[src/rtl/router_fifo_mem_if.sv]
// rtl/router_fifo_mem_if.sv - byte link / flit bundle between the link side and the router input FIFO
interface router_fifo_mem_if #(
  parameter int DATA_W     = 8,
  parameter int FLIT_BYTES = 4
);
  logic                         wr;
  logic                         rd;
  logic [DATA_W-1:0]            data_in;
  logic [DATA_W-1:0]            data_out;
  logic [DATA_W*FLIT_BYTES-1:0] flit;
  logic                         flit_avl;
  logic                         fifo_full;
  logic                         fifo_empty;
  logic                         fifo_threshold;
  logic                         fifo_overflow;
  logic                         fifo_underflow;

  modport master (
    output wr, rd, data_in,
    input  data_out, flit, flit_avl,
    input  fifo_full, fifo_empty, fifo_threshold, fifo_overflow, fifo_underflow
  );

  modport slave (
    input  wr, rd, data_in,
    output data_out, flit, flit_avl,
    output fifo_full, fifo_empty, fifo_threshold, fifo_overflow, fifo_underflow
  );
endinterface

[src/rtl/router_fifo_mem.sv]
// rtl/router_fifo_mem.sv - 16x8 router input FIFO with status flags and a 4-byte flit packer
module router_fifo_mem #(
  parameter int DATA_W     = 8,
  parameter int DEPTH      = 16,
  parameter int ADDR_W     = 4,
  parameter int THRESHOLD  = 8,
  parameter int FLIT_BYTES = 4
) (
  input logic               clk,
  input logic               rst_n,
  router_fifo_mem_if.slave  bus
);
  localparam int              FLIT_W    = DATA_W * FLIT_BYTES;
  localparam int              CNT_W     = $clog2(FLIT_BYTES);
  localparam logic [ADDR_W:0] FULL_CNT  = (ADDR_W + 1)'(DEPTH);
  localparam logic [ADDR_W:0] THR_CNT   = (ADDR_W + 1)'(THRESHOLD);
  localparam logic [CNT_W-1:0] LAST_BYTE = CNT_W'(FLIT_BYTES - 1);

  logic [DATA_W-1:0] mem [DEPTH];
  logic [ADDR_W:0]   wptr;
  logic [ADDR_W:0]   rptr;
  logic [ADDR_W:0]   count;
  logic [CNT_W-1:0]  byte_cnt;
  logic [DATA_W-1:0] data_out_q;
  logic [FLIT_W-1:0] flit_q;
  logic              flit_avl_q;
  logic              full;
  logic              empty;
  logic              we;
  logic              re;
  logic [DATA_W-1:0] rd_byte;

  assign full    = (count == FULL_CNT);
  assign empty   = (count == '0);
  assign we      = bus.wr & ~full;
  assign re      = bus.rd & ~empty;
  assign rd_byte = mem[rptr[ADDR_W-1:0]];

  assign bus.fifo_full      = full;
  assign bus.fifo_empty     = empty;
  assign bus.fifo_threshold = (count >= THR_CNT);
  assign bus.fifo_overflow  = bus.wr & full;
  assign bus.fifo_underflow = bus.rd & empty;
  assign bus.data_out       = data_out_q;
  assign bus.flit           = flit_q;
  assign bus.flit_avl       = flit_avl_q;

  // Storage is deliberately left out of reset; only pointers define validity.
  always_ff @(posedge clk) begin
    if (we) begin
      mem[wptr[ADDR_W-1:0]] <= bus.data_in;
    end
  end

  always_ff @(posedge clk or negedge rst_n) begin
    if (!rst_n) begin
      wptr  <= '0;
      rptr  <= '0;
      count <= '0;
    end else begin
      if (we) begin
        wptr <= wptr + 1'b1;
      end
      if (re) begin
        rptr <= rptr + 1'b1;
      end
      if (we && !re) begin
        count <= count + 1'b1;
      end else if (re && !we) begin
        count <= count - 1'b1;
      end
    end
  end

  // First byte of a group shifts up into the top of the flit.
  always_ff @(posedge clk or negedge rst_n) begin
    if (!rst_n) begin
      data_out_q <= '0;
      flit_q     <= '0;
      flit_avl_q <= 1'b0;
      byte_cnt   <= '0;
    end else begin
      flit_avl_q <= re && (byte_cnt == LAST_BYTE);
      if (re) begin
        data_out_q <= rd_byte;
        flit_q     <= {flit_q[FLIT_W-DATA_W-1:0], rd_byte};
        byte_cnt   <= byte_cnt + CNT_W'(1);
      end
    end
  end
endmodule

[src/flat_wrapper.sv]
// flat-port wrapper written by rule: the top's interface ports become plain ports
module router_fifo_mem_flat 
#(
  parameter int DATA_W     = 8,
  parameter int DEPTH      = 16,
  parameter int ADDR_W     = 4,
  parameter int THRESHOLD  = 8,
  parameter int FLIT_BYTES = 4
)
  (clk, rst_n, bus_wr, bus_rd, bus_data_in, bus_data_out, bus_flit, bus_flit_avl, bus_fifo_full, bus_fifo_empty, bus_fifo_threshold, bus_fifo_overflow, bus_fifo_underflow);
  router_fifo_mem_if #(.DATA_W(DATA_W), .FLIT_BYTES(FLIT_BYTES)) bus_i ();
  input logic clk;
  input logic rst_n;
  input wire logic [$bits(bus_i.wr)-1:0] bus_wr;
  input wire logic [$bits(bus_i.rd)-1:0] bus_rd;
  input wire logic [$bits(bus_i.data_in)-1:0] bus_data_in;
  output wire logic [$bits(bus_i.data_out)-1:0] bus_data_out;
  output wire logic [$bits(bus_i.flit)-1:0] bus_flit;
  output wire logic [$bits(bus_i.flit_avl)-1:0] bus_flit_avl;
  output wire logic [$bits(bus_i.fifo_full)-1:0] bus_fifo_full;
  output wire logic [$bits(bus_i.fifo_empty)-1:0] bus_fifo_empty;
  output wire logic [$bits(bus_i.fifo_threshold)-1:0] bus_fifo_threshold;
  output wire logic [$bits(bus_i.fifo_overflow)-1:0] bus_fifo_overflow;
  output wire logic [$bits(bus_i.fifo_underflow)-1:0] bus_fifo_underflow;
  assign bus_i.wr = bus_wr;
  assign bus_i.rd = bus_rd;
  assign bus_i.data_in = bus_data_in;
  assign bus_data_out = bus_i.data_out;
  assign bus_flit = bus_i.flit;
  assign bus_flit_avl = bus_i.flit_avl;
  assign bus_fifo_full = bus_i.fifo_full;
  assign bus_fifo_empty = bus_i.fifo_empty;
  assign bus_fifo_threshold = bus_i.fifo_threshold;
  assign bus_fifo_overflow = bus_i.fifo_overflow;
  assign bus_fifo_underflow = bus_i.fifo_underflow;
  router_fifo_mem #(.DATA_W(DATA_W), .DEPTH(DEPTH), .ADDR_W(ADDR_W), .THRESHOLD(THRESHOLD), .FLIT_BYTES(FLIT_BYTES)) u_core (.clk(clk), .rst_n(rst_n), .bus(bus_i));
endmodule
[config.mk]
export PLATFORM = sky130hd
export DESIGN_NAME = router_fifo_mem_flat
export DESIGN_NICKNAME = d
export VERILOG_FILES = /design/src/rtl/router_fifo_mem_if.sv /design/src/rtl/router_fifo_mem.sv /design/src/flat_wrapper.sv
export SDC_FILE = /design/constraint.sdc
export NUM_CORES = 1
export LEC_CHECK = 0
export BUFFER_PORTS_ARGS = -buffer_cell sky130_fd_sc_hd__buf_2
export CAP_MARGIN = 20
export CORE_ASPECT_RATIO = 0.7
export CORE_UTILIZATION = 30
export CTS_BUF_LIST = sky130_fd_sc_hd__clkbuf_8
export DETAILED_ROUTE_END_ITERATION = 8
export GPL_TIMING_DRIVEN = 0
export PLACE_DENSITY_LB_ADDON = 0.3
export SLEW_MARGIN = 5
export SYNTH_ARGS = -nofsm -noshare
export SYNTH_HDL_FRONTEND = slang
export SYNTH_SLANG_ARGS = --single-unit
[constraint.sdc]
create_clock -name clk -period 4.91 [get_ports clk]
set_input_delay 0.491 -clock clk [delete_from_list [all_inputs] [get_ports clk]]
set_output_delay 0.491 -clock clk [all_outputs]
set_load 0.1 [all_outputs]
==> impl_metrics.ini, run 1 <==
[placed_design]
gp_congestion = 0.751
portBuffers = 57
dpl.hpwl_mm = 9.90

[cts]
clk_path_buf_depth = 2
cts_tree = done
insertion_delay_ns = 0.46
path_clk_slew_ns = 0.10
cts_root_buffer = clkbuf_8
htree_levels = 4
cts_buffers = 17
cts.sinks = 176

[final_layout]
drive_gt1_share_pct = 29.5
n_antenna_cell = 0
fin_nets = 536
final_common_cell = edfxtp_1
multi_input_area_um2 = 1830
fillers = 2184
areaGrowthSynthToFinish_pct = 15.3
final_cell_mix = 128 x edfxtp_1, 96 x nand2_1, 63 x buf_2
seq_area_um2 = 5040

[sta]
tightest_slew_ns = 1.01
fin_skew_ns = 0.0150
slew_headroom_pct = 32.4
min_period_ns = 3.01
hold_viol_final = 0
finalCritPeriodShare_pct = 61.3
setup_viol = 0
clock.fmax_mhz = 332
fin_setup_tns_ns = 0
maxSlewViolCount = 0
grt_setup_unrepaired = no

[logic_synthesis]
synth_cells = 435
syn_nets = 458
yosys_warnings = 0
synthesis.area_um2 = 7090
synth-seq-cells = 176
ys_seq_area_share_pct = 71.2
synthSimpleGateAreaFrac_pct = 8.00
synthXorXnorAreaFrac_pct = 1.36
synth.avg_cell_area_um2 = 16.3
synth_fa_ha_area_share_pct = 2.05
muxShareOfSynthArea_pct = 12.4
synth_top_family_by_area = multiplexers
synth_compound_area_share_pct = 1.82
ys_types = 37

[floorplan]
dieHeight_um = 131
die_w_um = 186
start_util_pct = 30.9
die_area_um2 = 24200
fp.coreArea_um2 = 22900
io_pins = 58
row_count = 46

[route]
dr.first_iter.drc_count = 286
wirelength_mm = 14.7
drt-met1-wl_mm = 7.32
dr_wl_met3_mm = 1.09
post-route-drc-count = 0
dr.max_layer_used = met4
wl_met2_mm = 6.20
vias = 3806
ant_nets = 0
detail_route.wl_per_cell_um = 17.6
drtPass1Iterations = 4
viasPerCell = 4.54

[setup_path]
worst_setup_path_start_kind = register
worstPathArrival_ns = 3.39
crit_type = register to register
r2r_slack_ns = 1.90
crit_chain = nor4_2 -> and2b_4 -> nor2b_4 -> clkinv_2 -> buf_6 -> buf_6 -> ha_1 -> inv_1 -> ha_1 -> a21o_1 -> a21oi_1 -> mux2i_1 -> xnor2_1
slowest_stage = dfrtp_1
cp_max_fo = 10
critPathMaxStageDelay_ns = 0.44
required_ns = 5.29
end_kind = register

[grt]
grt_pass1_wl_mm = 22.2
grtUsageTotal_pct = 12.9
overflow = 0
grt_pass1_vias = 3760
grt_antenna_before_repair = 0
grt_max_degree = 49

[outcome]
status = finished, final reports clean

[min_path]
hp-class = input pin to register

[flow_run]
drv_cap = 0
## metal layers
layer  vias to the layer above  global-route usage (%)
met1                      1932                    18.8
met4                         0                    3.47
met3                        11                    4.24
met5                         -                       0
li1                       1750                       -
met2                       113                    18.4
## synth_stat cells
master | count | area [um2]
a211o_1 | 1 | 8.76
a21o_1 | 2 | 15.0
a21oi_1 | 2 | 10.0
and2_1 | 3 | 18.8
and2b_4 | 1 | 10.0
and3_1 | 1 | 6.26
buf_1 | 1 | 3.75
buf_2 | 6 | 30.0
buf_4 | 14 | 105
buf_6 | 4 | 45.0
clkbuf_1 | 4 | 15.0
clkinv_2 | 1 | 5.00
dfrtp_1 | 48 | 1200
edfxtp_1 | 128 | 3840
fa_1 | 1 | 20.0
ha_1 | 10 | 125
inv_1 | 6 | 22.5
mux2_2 | 1 | 11.3
mux2i_1 | 19 | 190
mux4_2 | 30 | 676
nand2_1 | 96 | 360
nand2_2 | 1 | 6.26
nand2b_1 | 3 | 18.8
nand3_1 | 1 | 5.00
nand3b_1 | 1 | 7.51
nand4_1 | 2 | 12.5
nor2_1 | 14 | 52.6
nor2b_1 | 1 | 6.26
nor2b_4 | 1 | 13.8
nor3_1 | 6 | 30.0
nor4_2 | 1 | 12.5
o21ai_0 | 5 | 25.0
o221ai_1 | 7 | 61.3
o311ai_1 | 1 | 8.76
or2_2 | 1 | 6.26
xnor2_1 | 9 | 78.8
xor2_1 | 2 | 17.5
## flip-flops by register name (all words and copies together), names as in the netlist
register             count
u_core.mem             128
u_core.wptr              4
u_core.byte_cnt          2
u_core.bus.flit_avl      1
u_core.rptr              4
u_core.bus.flit         32
u_core.count             5
## final timing paths
path                            depth (start not counted)                  end                 from
max in group asynchronous                               3       u_core.rptr[1]                rst_n
worst max-delay path                                   13      u_core.count[4]      u_core.count[1]
min in group asynchronous                               2  u_core.bus.flit[31]                rst_n
worst max register to register                         13      u_core.count[4]      u_core.count[1]
worst min-delay path                                    1    u_core.mem[12][1]       bus_data_in[1]
worst min register to register                          2  u_core.bus.flit[28]  u_core.bus.flit[28]
## metrics by stage
stage	instance area, um2	cells	worst slack [ns]	utilization (%)	hold slack, ns
floorplan	7090	435	1.76	-	0.195
global placement	7760	804	1.97	33.9	0.453
detailed placement	7780	804	1.94	34.0	0.459
CTS	8140	836	1.90	35.5	0.248
global route	8170	838	1.68	35.7	0.370
finish	8170	838	1.90	35.7	0.404
## critical path, delay by kind of cell (launching register included)
| family | cells | cell delay [ns] |
|---|---|---|
| simple gates | 3 | 0.73 |
| buf+inv | 4 | 0.46 |
| xor+xnor | 1 | 0.15 |
| flops | 1 | 0.44 |
| compound gates | 2 | 0.35 |
| mux | 1 | 0.24 |
| fa+ha+maj | 2 | 0.55 |
## cells by family (layout without fill, tap and decap cells)
family	after synthesis	in the layout
DFF	176	176
and+or+nand+nor	133	133
muxes	50	50
buffers and inverters	36	127
AOI/OAI and AO/OA	18	18
adders and majority gates	11	11
xor gates and xnor gates	11	11
## area by class of cell
| type | count | share of cell area (%) |
|---|---|---|
| Buffer | 29 | 2.43 |
| Clock buffer | 17 | 2.86 |
| Clock inverter | 15 | 1.53 |
| Inverter | 7 | 0.337 |
| Multi-Input combinational cell | 223 | 22.5 |
| Sequential cell | 176 | 61.7 |
| Tap cell | 312 | 4.78 |
| Timing Repair Buffer | 59 | 3.86 |
## timing repair
| item | 4_1_cts | 5_1_grt |
|---|---|---|
| setup buffers | 0 | 0 |
| hold buffers | 0 | 1 |
| endpoints found under the hold margin | 0 | 11 |
| gates resized for setup | 0 | 0 |
Power of run 1 is not shown: default switching activity piles up to over one toggle a cycle in this logic, so the estimate is an artifact.
==> inputs of run 2 (changes only) <==
--- a/config.mk
+++ b/config.mk
@@ -5,6 +5,7 @@
 export SDC_FILE = /design/constraint.sdc
 export NUM_CORES = 1
 export LEC_CHECK = 0
+export ABC_AREA = 1
 export BUFFER_PORTS_ARGS = -buffer_cell sky130_fd_sc_hd__buf_2
 export CAP_MARGIN = 20
 export CORE_ASPECT_RATIO = 0.7
==> constraint.sdc (replaced) <==
create_clock -name clk -period 3 [get_ports clk]
set_input_delay 0.3 -clock clk [delete_from_list [all_inputs] [get_ports clk]]
set_output_delay 0.3 -clock clk [all_outputs]
set_load 0.1 [all_outputs]
==> impl_metrics.ini, run 2 <==
[outcome]
status = finished, final reports clean

[grt]
grtUsageTotal_pct = 14.9
overflow = 0
grt_pass1_vias = 4712
grt_pass1_wl_mm = 28.1
grt_antenna_before_repair = 0
grt_max_degree = 38

[logic_synthesis]
synth_most_common_cell = nand2_1
yosysTopAreaCell = edfxtp_1
ys_seq_area_share_pct = 66.9
synth_flop_cell = edfxtp_1
synth-seq-cells = 176
async_reset_ff_share_pct = 27.3
synth_commonest_cells = 262 x nand2_1, 128 x edfxtp_1, 67 x nand3_1
syn_nets = 714
yosys_warnings = 0
synth.area.top_cells = edfxtp_1 51%, dfrtp_1 16%, nand2_1 13%, nand3_1 4.4%, ha_1 1.7%
synth_edf_count = 128
synth.avg_cell_area_um2 = 10.9
ys_types = 35
yosys.area.top_type_share_pct = 50.9
synth_cells = 691
synthesis.area_um2 = 7550

[route]
wirelength_mm = 18.3
viasPerCell = 4.52
vias = 5009
post-route-drc-count = 0
detail_route.wl_per_cell_um = 16.5
ant_nets = 0
dr.first_iter.drc_count = 469
drtPass1Iterations = 5

[setup_path]
rr_worst_depth = 15
crit_type = register to register
cp_max_fo = 10
worstPathArrival_ns = 2.82
required_ns = 3.35
end_kind = register
worst_setup_path_start_kind = register

[sta]
setup_viol = 0
hold_slack_ns = 0.258
hold_viol_final = 0
grt_setup_unrepaired = no
maxSlewViolCount = 0
fin_skew_ns = 0.0187
fin_setup_tns_ns = 0
tightest_slew_ns = 0.900
min_period_ns = 2.46
finalCritPeriodShare_pct = 82.0
clock.fmax_mhz = 406
slew_headroom_pct = 39.8

[floorplan]
fp.coreArea_um2 = 24700
start_util_pct = 30.6
die_w_um = 192
die_area_um2 = 25800
io_pins = 58
dieHeight_um = 135
row_count = 48

[final_layout]
final_util_pct = 35.4
final_cell_mix = 262 x nand2_1, 128 x edfxtp_1, 73 x buf_2
final_common_cell = nand2_1
fillers = 2480
areaGrowthSynthToFinish_pct = 15.9
seq_area_um2 = 5040
drive_gt1_share_pct = 20.7
n_antenna_cell = 0
fin_nets = 795
largest_reg_flops = 128
multi_input_area_um2 = 2080
finalInstanceArea_um2 = 8750

[placed_design]
placed_area_um2 = 8280
dpl.hpwl_mm = 12.6
gp_congestion = 0.790
portBuffers = 57

[cts]
cts_root_buffer = clkbuf_8
htree_levels = 4
path_clk_slew_ns = 0.09
insertion_delay_ns = 0.47
post_cts_buffers = 0
cts_buffers = 17
cts_tree = done
cts.sinks = 176
cts-hold-fix-buffers = 1
cts_resized = 0
clk_path_buf_depth = 2

[flow_run]
drv_cap = 0

[min_path]
hp-class = input pin to async pin
-- run 2: changes by cell type in the layout (fill, tap and decap cells not counted), sizes merged, moves of 14 or more --
cell | previous run | this run
nand2 | 97 | 269
nand3 | 1 | 74
mux4 | 30 | 0
inv | 13 | 38
mux2i | 19 | 0
nor2 | 14 | 33
o21ai | 5 | 21
a21oi | 2 | 16
buf | 83 | 97
-- run 2: metal layers --
| layer | vias to the layer above | GRT usage [%] | part of all wire, % |
|---|---|---|---|
| li1 | 2450 | - | - |
| met1 | 2375 | 24.0 | 53 |
| met2 | 173 | 19.9 | 39 |
| met3 | 11 | 3.01 | 7.1 |
| met4 | 0 | 3.62 | 0.52 |
| met5 | - | 0 | 0 |
-- run 2: cell families after synthesis --
logic type	Yosys count	share of synthesized area (%)
DFF	176	66.9
and+or+nand+nor	383	21.5
adders and majority gates	11	1.92
xor gates and xnor gates	9	1.04
AOI/OAI and AO/OA	39	3.08
buffers and inverters	73	5.59
-- run 2: cell type report --
| class | instances | area share [%] |
|---|---|---|
| Sequential cell | 176 | 57.7 |
| Multi-Input combinational cell | 442 | 23.8 |
| Tap cell | 325 | 4.65 |
| Timing Repair Buffer | 62 | 3.83 |
| Buffer | 39 | 3.19 |
| Clock buffer | 17 | 2.67 |
| Clock inverter | 14 | 2.59 |
| Inverter | 34 | 1.63 |
-- run 2: worst max-delay path: stages (launching register included) --
cell	delay, ns
dfrtp_1	0.44
nor2_2	0.15
nand4_2	0.12
nand2_2	0.11
buf_8	0.16
buf_4	0.20
ha_1	0.23
inv_1	0.11
ha_1	0.32
nand2_1	0.08
nand2_1	0.06
nand2_1	0.06
nand2_1	0.06
nor2_1	0.04
o21ai_0	0.16
nand2_1	0.06
-- run 2: final timing paths --
path                                      from                  end  slack, ns
setup / recovery               u_core.count[1]      u_core.count[4]       0.54
hold / removal                           rst_n      u_core.count[3]       0.26
setup reg to reg               u_core.count[1]      u_core.count[4]       0.54
hold reg to reg            u_core.bus.flit[25]  u_core.bus.flit[25]       0.48
max in group asynchronous                rst_n   u_core.bus.flit[0]       2.24
min in group clk                bus_data_in[0]     u_core.mem[6][0]       0.26
-- run 2: per-stage QoR --
step,setup WS (ns),cells
finish,0.539,1109
global route,0.314,1109
CTS,0.520,1109
detailed placement,0.542,1077
global placement,0.513,1073
floorplan,0.750,691
Power of run 2 is left out for the same reason.
